**src/rtl/atm_pkg.sv**
```systemverilog
// Shared ATM datapath definitions: button indices, amount-entry FSM states,
// press actions and BCD digit helpers.
package atm_pkg;

    localparam int NUM_BTNS = 5;

    localparam int BTN_C = 0;
    localparam int BTN_U = 1;
    localparam int BTN_L = 2;
    localparam int BTN_R = 3;
    localparam int BTN_D = 4;

    typedef logic [3:0] bcd_t;
    localparam bcd_t MAX_DIGIT = 4'd9;

    typedef enum logic [1:0] {
        IDLE,
        EDIT,
        COMMIT
    } state_t;

    // The single press acted on in a cycle, after priority resolution.
    typedef enum logic [2:0] {
        ACT_NONE,
        ACT_COMMIT,
        ACT_UP,
        ACT_DOWN,
        ACT_LEFT,
        ACT_RIGHT
    } action_t;

    function automatic bcd_t bcd_inc(input bcd_t d);
        return (d >= MAX_DIGIT) ? 4'd0 : d + 4'd1;
    endfunction

    function automatic bcd_t bcd_dec(input bcd_t d);
        return (d == 4'd0) ? MAX_DIGIT : d - 4'd1;
    endfunction

endpackage

```
**src/rtl/btn_debounce.sv**
```systemverilog
// One push-button: 2-FF synchroniser, consecutive-sample debounce and a
// one-cycle press pulse on the accepted 0->1 transition.
module btn_debounce #(
    parameter int DB_CYCLES = 1000000
) (
    input  logic clk,
    input  logic rst,
    input  logic btn,
    output logic level,
    output logic press
);

    localparam int CNT_W = (DB_CYCLES > 1) ? $clog2(DB_CYCLES) : 1;
    localparam logic [CNT_W-1:0] CNT_LAST = CNT_W'(DB_CYCLES - 1);

    logic             meta_q;
    logic             sync_q;
    logic             level_q;
    logic             press_q;
    logic [CNT_W-1:0] cnt_q;

    // NOTE: state registers use non-blocking assignments so every flop samples
    // the pre-edge value of its neighbours regardless of statement order.
    always_ff @(posedge clk or negedge rst) begin
        if (!rst) begin
            meta_q  <= 1'b0;
            sync_q  <= 1'b0;
            level_q <= 1'b0;
            press_q <= 1'b0;
            cnt_q   <= '0;
        end else begin
            meta_q  <= btn;
            sync_q  <= meta_q;
            press_q <= 1'b0;
            if (sync_q == level_q) begin
                // Any sample agreeing with the stable level restarts the run.
                cnt_q <= '0;
            end else if (cnt_q == CNT_LAST) begin
                cnt_q   <= '0;
                level_q <= sync_q;
                press_q <= sync_q;
            end else begin
                cnt_q <= cnt_q + 1'b1;
            end
        end
    end

    assign level = level_q;
    assign press = press_q;

endmodule

```
**src/rtl/btn_amount_entry.sv**
```systemverilog
// Five-button BCD amount entry with cursor editing and a one-cycle commit strobe.
// Optional cursor blinking output blank_o is enabled by BTN_AMOUNT_ENTRY_BLINK_EN.
module btn_amount_entry
    import atm_pkg::*;
#(
    parameter int NUM_DIGITS = 8,
    parameter int DB_CYCLES  = 1000000,
    parameter int BLINK_HALF = 25000000
) (
    input  logic                    clk,
    input  logic                    rst,
    input  logic [NUM_BTNS-1:0]     btn_i,
    output logic [4*NUM_DIGITS-1:0] data_o,
    output logic [2:0]              cursor_o,
    output logic                    flag,
    output logic                    editing
`ifdef BTN_AMOUNT_ENTRY_BLINK_EN
    ,
    output logic [NUM_DIGITS-1:0]   blank_o
`endif
);

    localparam logic [2:0] CUR_LAST = 3'(NUM_DIGITS - 1);

    if (NUM_DIGITS < 1 || NUM_DIGITS > 8) begin : g_bad_digits
        $error("NUM_DIGITS must be 1..8 to fit the 3-bit cursor");
    end
    if (DB_CYCLES < 1) begin : g_bad_db
        $error("DB_CYCLES must be at least 1");
    end

    logic [NUM_BTNS-1:0] press;
    // Stable levels are not needed by the editor; only press edges matter.
    logic [NUM_BTNS-1:0] unused_levels;

    for (genvar b = 0; b < NUM_BTNS; b++) begin : g_btn
        btn_debounce #(
            .DB_CYCLES(DB_CYCLES)
        ) u_debounce (
            .clk  (clk),
            .rst  (rst),
            .btn  (btn_i[b]),
            .level(unused_levels[b]),
            .press(press[b])
        );
    end

    action_t act;

    // NOTE: every always_comb output gets a default first; a path that leaves
    // a variable unassigned would infer a latch.
    always_comb begin
        act = ACT_NONE;
        if (press[BTN_C])      act = ACT_COMMIT;
        else if (press[BTN_U]) act = ACT_UP;
        else if (press[BTN_D]) act = ACT_DOWN;
        else if (press[BTN_L]) act = ACT_LEFT;
        else if (press[BTN_R]) act = ACT_RIGHT;
    end

    state_t                  state_q;
    state_t                  state_d;
    bcd_t [NUM_DIGITS-1:0]   digits_q;
    bcd_t [NUM_DIGITS-1:0]   digits_d;
    bcd_t [NUM_DIGITS-1:0]   edit_digits;
    logic [2:0]              cursor_q;
    logic [2:0]              cursor_d;
    logic [2:0]              edit_cursor;

    // Effect of the current action on the amount, independent of state.
    always_comb begin
        edit_digits = digits_q;
        edit_cursor = cursor_q;
        case (act)
            ACT_UP:    edit_digits[cursor_q] = bcd_inc(digits_q[cursor_q]);
            ACT_DOWN:  edit_digits[cursor_q] = bcd_dec(digits_q[cursor_q]);
            ACT_LEFT:  edit_cursor = (cursor_q == CUR_LAST) ? 3'd0 : cursor_q + 3'd1;
            ACT_RIGHT: edit_cursor = (cursor_q == 3'd0) ? CUR_LAST : cursor_q - 3'd1;
            default:   ;
        endcase
    end

    always_comb begin
        state_d  = state_q;
        digits_d = digits_q;
        cursor_d = cursor_q;
        case (state_q)
            IDLE: begin
                // Centre alone never commits an amount nobody has touched.
                if (act != ACT_NONE && act != ACT_COMMIT) begin
                    state_d  = EDIT;
                    digits_d = edit_digits;
                    cursor_d = edit_cursor;
                end
            end
            EDIT: begin
                if (act == ACT_COMMIT) begin
                    state_d = COMMIT;
                end else begin
                    digits_d = edit_digits;
                    cursor_d = edit_cursor;
                end
            end
            COMMIT: begin
                state_d  = IDLE;
                digits_d = '0;
                cursor_d = '0;
            end
            default: state_d = IDLE;
        endcase
    end

    // NOTE: the digit array is reset explicitly because an abandoned partial
    // amount must never reach the converter after a reset.
    always_ff @(posedge clk or negedge rst) begin
        if (!rst) begin
            state_q  <= IDLE;
            digits_q <= '0;
            cursor_q <= '0;
        end else begin
            state_q  <= state_d;
            digits_q <= digits_d;
            cursor_q <= cursor_d;
        end
    end

    assign data_o   = digits_q;
    assign cursor_o = cursor_q;
    assign flag     = (state_q == COMMIT);
    assign editing  = (state_q == EDIT);

`ifdef BTN_AMOUNT_ENTRY_BLINK_EN
    localparam int BL_W = (BLINK_HALF > 1) ? $clog2(BLINK_HALF) : 1;
    localparam logic [BL_W-1:0] BL_LAST = BL_W'(BLINK_HALF - 1);

    logic [BL_W-1:0] blink_cnt_q;
    logic            phase_q;
    logic            press_taken;

    assign press_taken = ((state_q == EDIT) && (act != ACT_NONE)) ||
                         ((state_q == IDLE) && (act != ACT_NONE) && (act != ACT_COMMIT));

    // Restarting on each accepted press keeps the edited digit lit right away.
    always_ff @(posedge clk or negedge rst) begin
        if (!rst) begin
            blink_cnt_q <= '0;
            phase_q     <= 1'b0;
        end else if (press_taken) begin
            blink_cnt_q <= '0;
            phase_q     <= 1'b0;
        end else if (blink_cnt_q == BL_LAST) begin
            blink_cnt_q <= '0;
            phase_q     <= ~phase_q;
        end else begin
            blink_cnt_q <= blink_cnt_q + 1'b1;
        end
    end

    always_comb begin
        blank_o = '0;
        if (state_q == EDIT) begin
            blank_o[cursor_q] = phase_q;
        end
    end
`else
    if (BLINK_HALF < 1) begin : g_bad_blink
        $error("BLINK_HALF must be at least 1");
    end
`endif

endmodule

```
**config.mk**
```make
export PLATFORM = sky130hd
export DESIGN_NAME = btn_amount_entry
export DESIGN_NICKNAME = d
export VERILOG_FILES = /design/src/rtl/atm_pkg.sv /design/src/rtl/btn_debounce.sv /design/src/rtl/btn_amount_entry.sv
export SDC_FILE = /design/constraint.sdc
export NUM_CORES = 1
export LEC_CHECK = 0
export BUFFER_PORTS_ARGS = -buffer_cell sky130_fd_sc_hd__buf_2
export CAP_MARGIN = 25
export CORE_UTILIZATION = 54
export DETAILED_ROUTE_END_ITERATION = 10
export PLACE_DENSITY_LB_ADDON = 0.08
export SYNTH_ARGS = -nofsm -noshare
export SYNTH_HDL_FRONTEND = slang
export SYNTH_SLANG_ARGS = --single-unit
```
**constraint.sdc**
```tcl
create_clock -name clk -period 4.74 [get_ports clk]
set_input_delay 0.474 -clock clk [delete_from_list [all_inputs] [get_ports clk]]
set_output_delay 0.474 -clock clk [all_outputs]
set_load 0.01 [all_outputs]
```
* Word-level counts from Yosys, hierarchy flattened
Index checks and enable logic that the tools add are counted.
Operators by class: order comparisons 3, bitwise gates (word level) 5, equal/unequal tests 22, $add $sub $neg 9, muxes and demuxes 46, reductions and logical operators 14
Operator list (number):
- $mux W20 | 10
- $add A20 B1 Y20 const B | 5
- $eq A20 B20 Y1 const B | 5
- $pmux W32 S3 | 1
- $bwmux W32 | 2
- $mux W32 | 2
- $pmux W32 S2 | 1
- $mux W3 | 9
- $mux W4 | 4
- $bmux W4 S3 | 1
- $demux W4 S3 | 1
- $reduce_and A2 Y1 | 6
- $mux W1 | 10
- $eq A3 B3 Y1 const B | 3
- $pmux W3 S3 | 1
- $eq A3 B2 Y1 const B | 2
- $pmux W3 S2 | 1
- $reduce_bool A3 Y1 | 2
- $eq A1 B1 Y1 | 5
- $not A1 Y1 | 5
- $add A4 B1 Y4 const B | 1
- $ge A4 B4 Y1 const B | 1
- $logic_not A4 Y1 | 1
- $lt A3 B4 Y1 const B | 1
- other kinds (16) | 19
Storage, ports and cells: output and inout port bits 37, bits in registers 157, logic and storage cells 134

* Longest topological paths before layout
depth in word-level cells 9, gate-level depth with buffers 10, depth with buffers taken out 9

* Hierarchy
From an unflattened synthesis, not the netlist that was laid out.
Unflattened totals: cell total of the unflattened synthesis 790, area, all modules 7783.7 um^2
By module, submodules not included:
- btn_debounce | instances 5, cells each 116, seq. area each 600.6 um^2, area an instance 1136.1 um^2
- btn_amount_entry | instances 1, cells each 210, seq. area each 925.9 um^2, area an instance 2103.3 um^2

* Worst setup path after synthesis
No wires, ideal clock.
kind register -> register, start reg cursor_q[0], in the netlist cursor_o[0], end reg digits_q, in the netlist data_o[18], path buffers 1, slack 2.177 ns, stages on the path, launching flop included 11, data arrival time 2.485 ns, data required time 4.662 ns, cell sequence dfrtp_1 buf_6 mux4_1 mux2i_4 inv_1 ha_1 nor2b_1 nand2_1 a211oi_1 nor3_4 o21ai_1
Between the ends: cells in the longest elaborated chain, start to end 8
Ends and longest elaborated chain:
- start: declaration | RTL line btn_amount_entry.sv:66 | logic [2:0] cursor_q;
- start signal: assignment | RTL line btn_amount_entry.sv:123 | cursor_q <= cursor_d;
- $bmux W4 S3, or another cell as far along | RTL line btn_amount_entry.sv:75, btn_amount_entry.sv:76
- $mux W4 (implied by the code) / $logic_and A1 B1 Y1 (equally long branches) | RTL line btn_amount_entry.sv:75, btn_amount_entry.sv:76
- $sub A4 B1 Y4, or another cell as far along | RTL line atm_pkg.sv:37 | return (d == 4'd0) ? MAX_DIGIT : d - 4'd1;
- $mux W4, or another cell as far along | RTL line atm_pkg.sv:37
- $bwmux W32 (on tied branches) | RTL line btn_amount_entry.sv:76, btn_amount_entry.sv:75
- $pmux W32 S2 (*) | RTL line btn_amount_entry.sv:74 | case (act)
- $mux W32 (on tied branches) | RTL line btn_amount_entry.sv:97, btn_amount_entry.sv:90
- $pmux W32 S3 (*) | RTL line btn_amount_entry.sv:87 | case (state_q)
- end signal: assignment | RTL line btn_amount_entry.sv:122 | digits_q <= digits_d;
- end: declaration | RTL line btn_amount_entry.sv:63 | bcd_t [NUM_DIGITS-1:0] digits_q;
Every way passes the cells marked *; elsewhere a longest branch is shown, timed or not. The select of a mux whose other input is x is not followed. A chain may end at the register's enable or synchronous reset.

* Worst setup path after layout
start reg cursor_q[0], in the netlist cursor_o[0], end reg digits_q, in the netlist data_o[6]
The elaborated chain is that of the path after synthesis.

==> summary.md <==
| Metric | Value |
|---|---|
| ANT cells | 0 |
| Row count | 42 |
| Antenna violations before repair | 0 |
| Critical path capture point | data_o[6] |
| Overflow after GRT | 0 |
| Root Driver | clkbuf_16 |
| Post-synthesis instance area | 7520 sq um |
| Largest net degree at the start of global routing | 58 |
| Syn_nets | 741 |
| Pre-antenna DRT Iters | 4 |
| Final Hold Vio Count | 4 |
| Failing checks | negative hold slack |
| Hold-fix buffers, CTS | 0 |
| Io pins | 44 |
| Die width | 120 um |
| Slew Viols, Final | 0 |
| Syn_area_per_cell | 10.4 sq um |
| Post-route antenna net violation count | 0 |
| Hold Path Class | primary input to asynchronous set/reset pin |
| Synth area leader | dfrtp_1 |
| Die Ht | 120 um |
| Yosys Warn Count | 0 |
| Leakage Power | 3.79 nW |
| Top cells by count, synth | dfrtp_1, nor2_1, nand3_1 |
| Least-Margin Pin Slew | 0.751 ns |
| First-pass GRT wire length | 25600 um |
| Clock skew | 0.00520 ns |
| WHS | -0.0111 ns |
| Core box area | 13400 sq um |
| CTS resizes | 0 |
| Clk buf depth | 2 |
| Maximum fanout along the worst path | 16 |
| Post-CTS Setup Inserts | 0 |
| Synth Register Bits | 157 |
| Routability cong. | 0.881 |
| Post-synth EDFFs | 0 |
| Initial DRC Count | 411 |
| PwrDens | 326 nW/um^2 |
| # setup viols final | 0 |
| GRT Overall Usage | 22.6% |
| CP Class | flip-flop to flip-flop |
| Setup crit start | cursor_o[0] |
| Count leader, synth | dfrtp_1 |
| Worst-path clk slew | 0.06 ns |
| Nets | 791 |
| Die Area | 14400 sq um |
| Insertion delay to the later sink of the worst-skew pair | 0.43 ns |
| Relative slew slack | 49.9% |
| Wire length per cell | 15.3 um |
| Max Cap Viol | 0 |
| Reg2Reg Capture Point | data_o[6] |
| CTS tree | done |
| Vias per inst | 5.65 |
| Synth top area cells | dfrtp_1, xor2_1, nor2_1 |
| Via Count | 5418 |
| Layout cell share with drive strength beyond 1 | 13.7% |
| TritonCTS Buffers | 17 |
| Max Fclk | 0.312 GHz |
| Total Wirelength | 14700 um |
| Post-synthesis sequential area ratio | 52.3% |
| Pwr Total | 2.76 mW |
| IO buf count | 43 |
| Crit Reg-Reg Startpoint | cursor_o[0] |
| Peak supply drop | 321 uV |
| Flop2flop setup slack | 1.54 ns |
| Critical Path Sink Type | flip-flop |
| Clock Sinks | 157 |
| Top cell type's share of synthesized area | 52.3% |
| DP HPWL | 9850 um |
| Vias in the first global route | 5459 |
| Worst setup SP type | flip-flop |
| FFs w/ async S/R, synth | 100% |
| Outcome | complete, but fails checks |
| Remaining DRCs | 0 |
| Setup TNS | 0 ns |
| Synthesis-to-layout area growth | 12.8% |
| RSZ-0062 raised after global routing | false |
| Initial Util | 56.1% |
| Clock H-tree levels | 4 |
| Ys flop type | dfrtp_1 |
| Crit path DAT | 3.54 ns |
| Cell count of the worst reg-to-reg path | 9 |
| Yosys cell types | 55 |
| Mapped Cells | 721 |
| Worst Path Required | 5.08 ns |
| Final period util | 67.6% |
| Post-route minimum period | 3.20 ns |
==> area by class of cell <==
type                    count  area (sq um)
clock inverters            11           118
inverters                  21          78.8
repair buffers             46           244
well taps                 176           220
multi-input cells         528          3420
fillers                  1101          4920
clock buffers              20           467
flip-flops and latches    157          3930
==> cell families (layout without fill, tap and decap cells) <==
family	after synthesis	after routing	share of synthesized area, %
and+or+nand+nor	343	343	22.6
buffers and inverters	36	98	2.18
DFF	157	157	52.3
xor gates and xnor gates	96	96	11.2
muxes	18	18	4.08
adders and majority gates	13	13	2.16
AOI/OAI and AO/OA	58	58	5.48
==> through the flow <==
step,setup slack [ns],std cells,instance area (sq um),utilization (%),hold slack (ns)
finish,1.54,959,8480,63.3,-0.0111
global route,1.31,959,8480,63.3,0.0210
detailed placement,1.59,928,7900,58.9,0.336
CTS,1.54,959,8480,63.3,0.00252
floorplan,2.18,721,7520,-,0.178
global placement,1.70,928,7900,58.9,0.332
==> critical path, stage by stage, from the launching register on <==
cell,delay (ns)
dfrtp_1,0.83
mux4_1,0.69
mux2i_4,0.30
inv_1,0.11
ha_1,0.21
nor2b_1,0.22
nand2_1,0.08
a211oi_1,0.37
nor3_4,0.13
o21ai_1,0.17
==> routing by layer <==
layer | share of wire (%) | wire, um | global-route usage (%)
met2 | 50 | 7330 | 37.4
met4 | 1.1 | 166 | 6.72
met3 | 4.9 | 726 | 5.75
met5 | 0 | 0 | 0
met1 | 44 | 6460 | 29.1
==> worst min-delay path by stage <==
stage | start | end | slack (ns) | depth (start not counted)
3_3_place_gp | g_btn[2].u_debounce.meta_q | g_btn[2].u_debounce.sync_q | 0.33 | 0
3_5_place_dp | g_btn[0].u_debounce.meta_q | g_btn[0].u_debounce.sync_q | 0.34 | 0
4_1_cts | rst | g_btn[0].u_debounce.cnt_q[11] | 0.003 | 1
5_1_grt | rst | g_btn[0].u_debounce.cnt_q[11] | 0.02 | 1
2_1_floorplan | rst | cursor_o[0] | 0.18 | 0
6_report | rst | g_btn[0].u_debounce.cnt_q[11] | -0.01 | 1
==> power by group <==
group | internal, mW | switching (mW)
Clock | 0.808 | 0.521
Combinational | 0.0155 | 0.0470
Sequential | 1.36 | 0.0126
Total | 2.18 | 0.581
==> registers in the layout (all words and copies together) (netlist names) <==
name                     flops
g_btn.u_debounce.sync_q      5
g_btn.u_debounce.level       5
g_btn.u_debounce.meta_q      5
g_btn.u_debounce.press       5
g_btn.u_debounce.cnt_q     100
state_q                      2
cursor_o                     3
data_o                      32
==> cell usage in the layout, fill, tap and decap left out, types with 4 or more instances in the layout <==
master	n
inv_1	20
clkinv_2	4
mux4_2	4
nand3b_1	4
and4_1	7
nor3b_1	5
nor3_1	10
and2_1	5
nor2b_1	10
nand3_1	73
nor2_1	116
nand2b_1	5
o21ai_1	25
xnor2_1	45
ha_1	13
nand4_1	21
nor4b_1	5
dfrtp_1	157
clkbuf_16	17
o21ai_0	5
buf_2	42
nor4_1	14
o21ai_2	8
clkinvlp_4	5
and3_1	17
nand2_1	43
mux2i_1	4
xor2_1	51
Note: power is estimated with default switching activity, not from simulation.
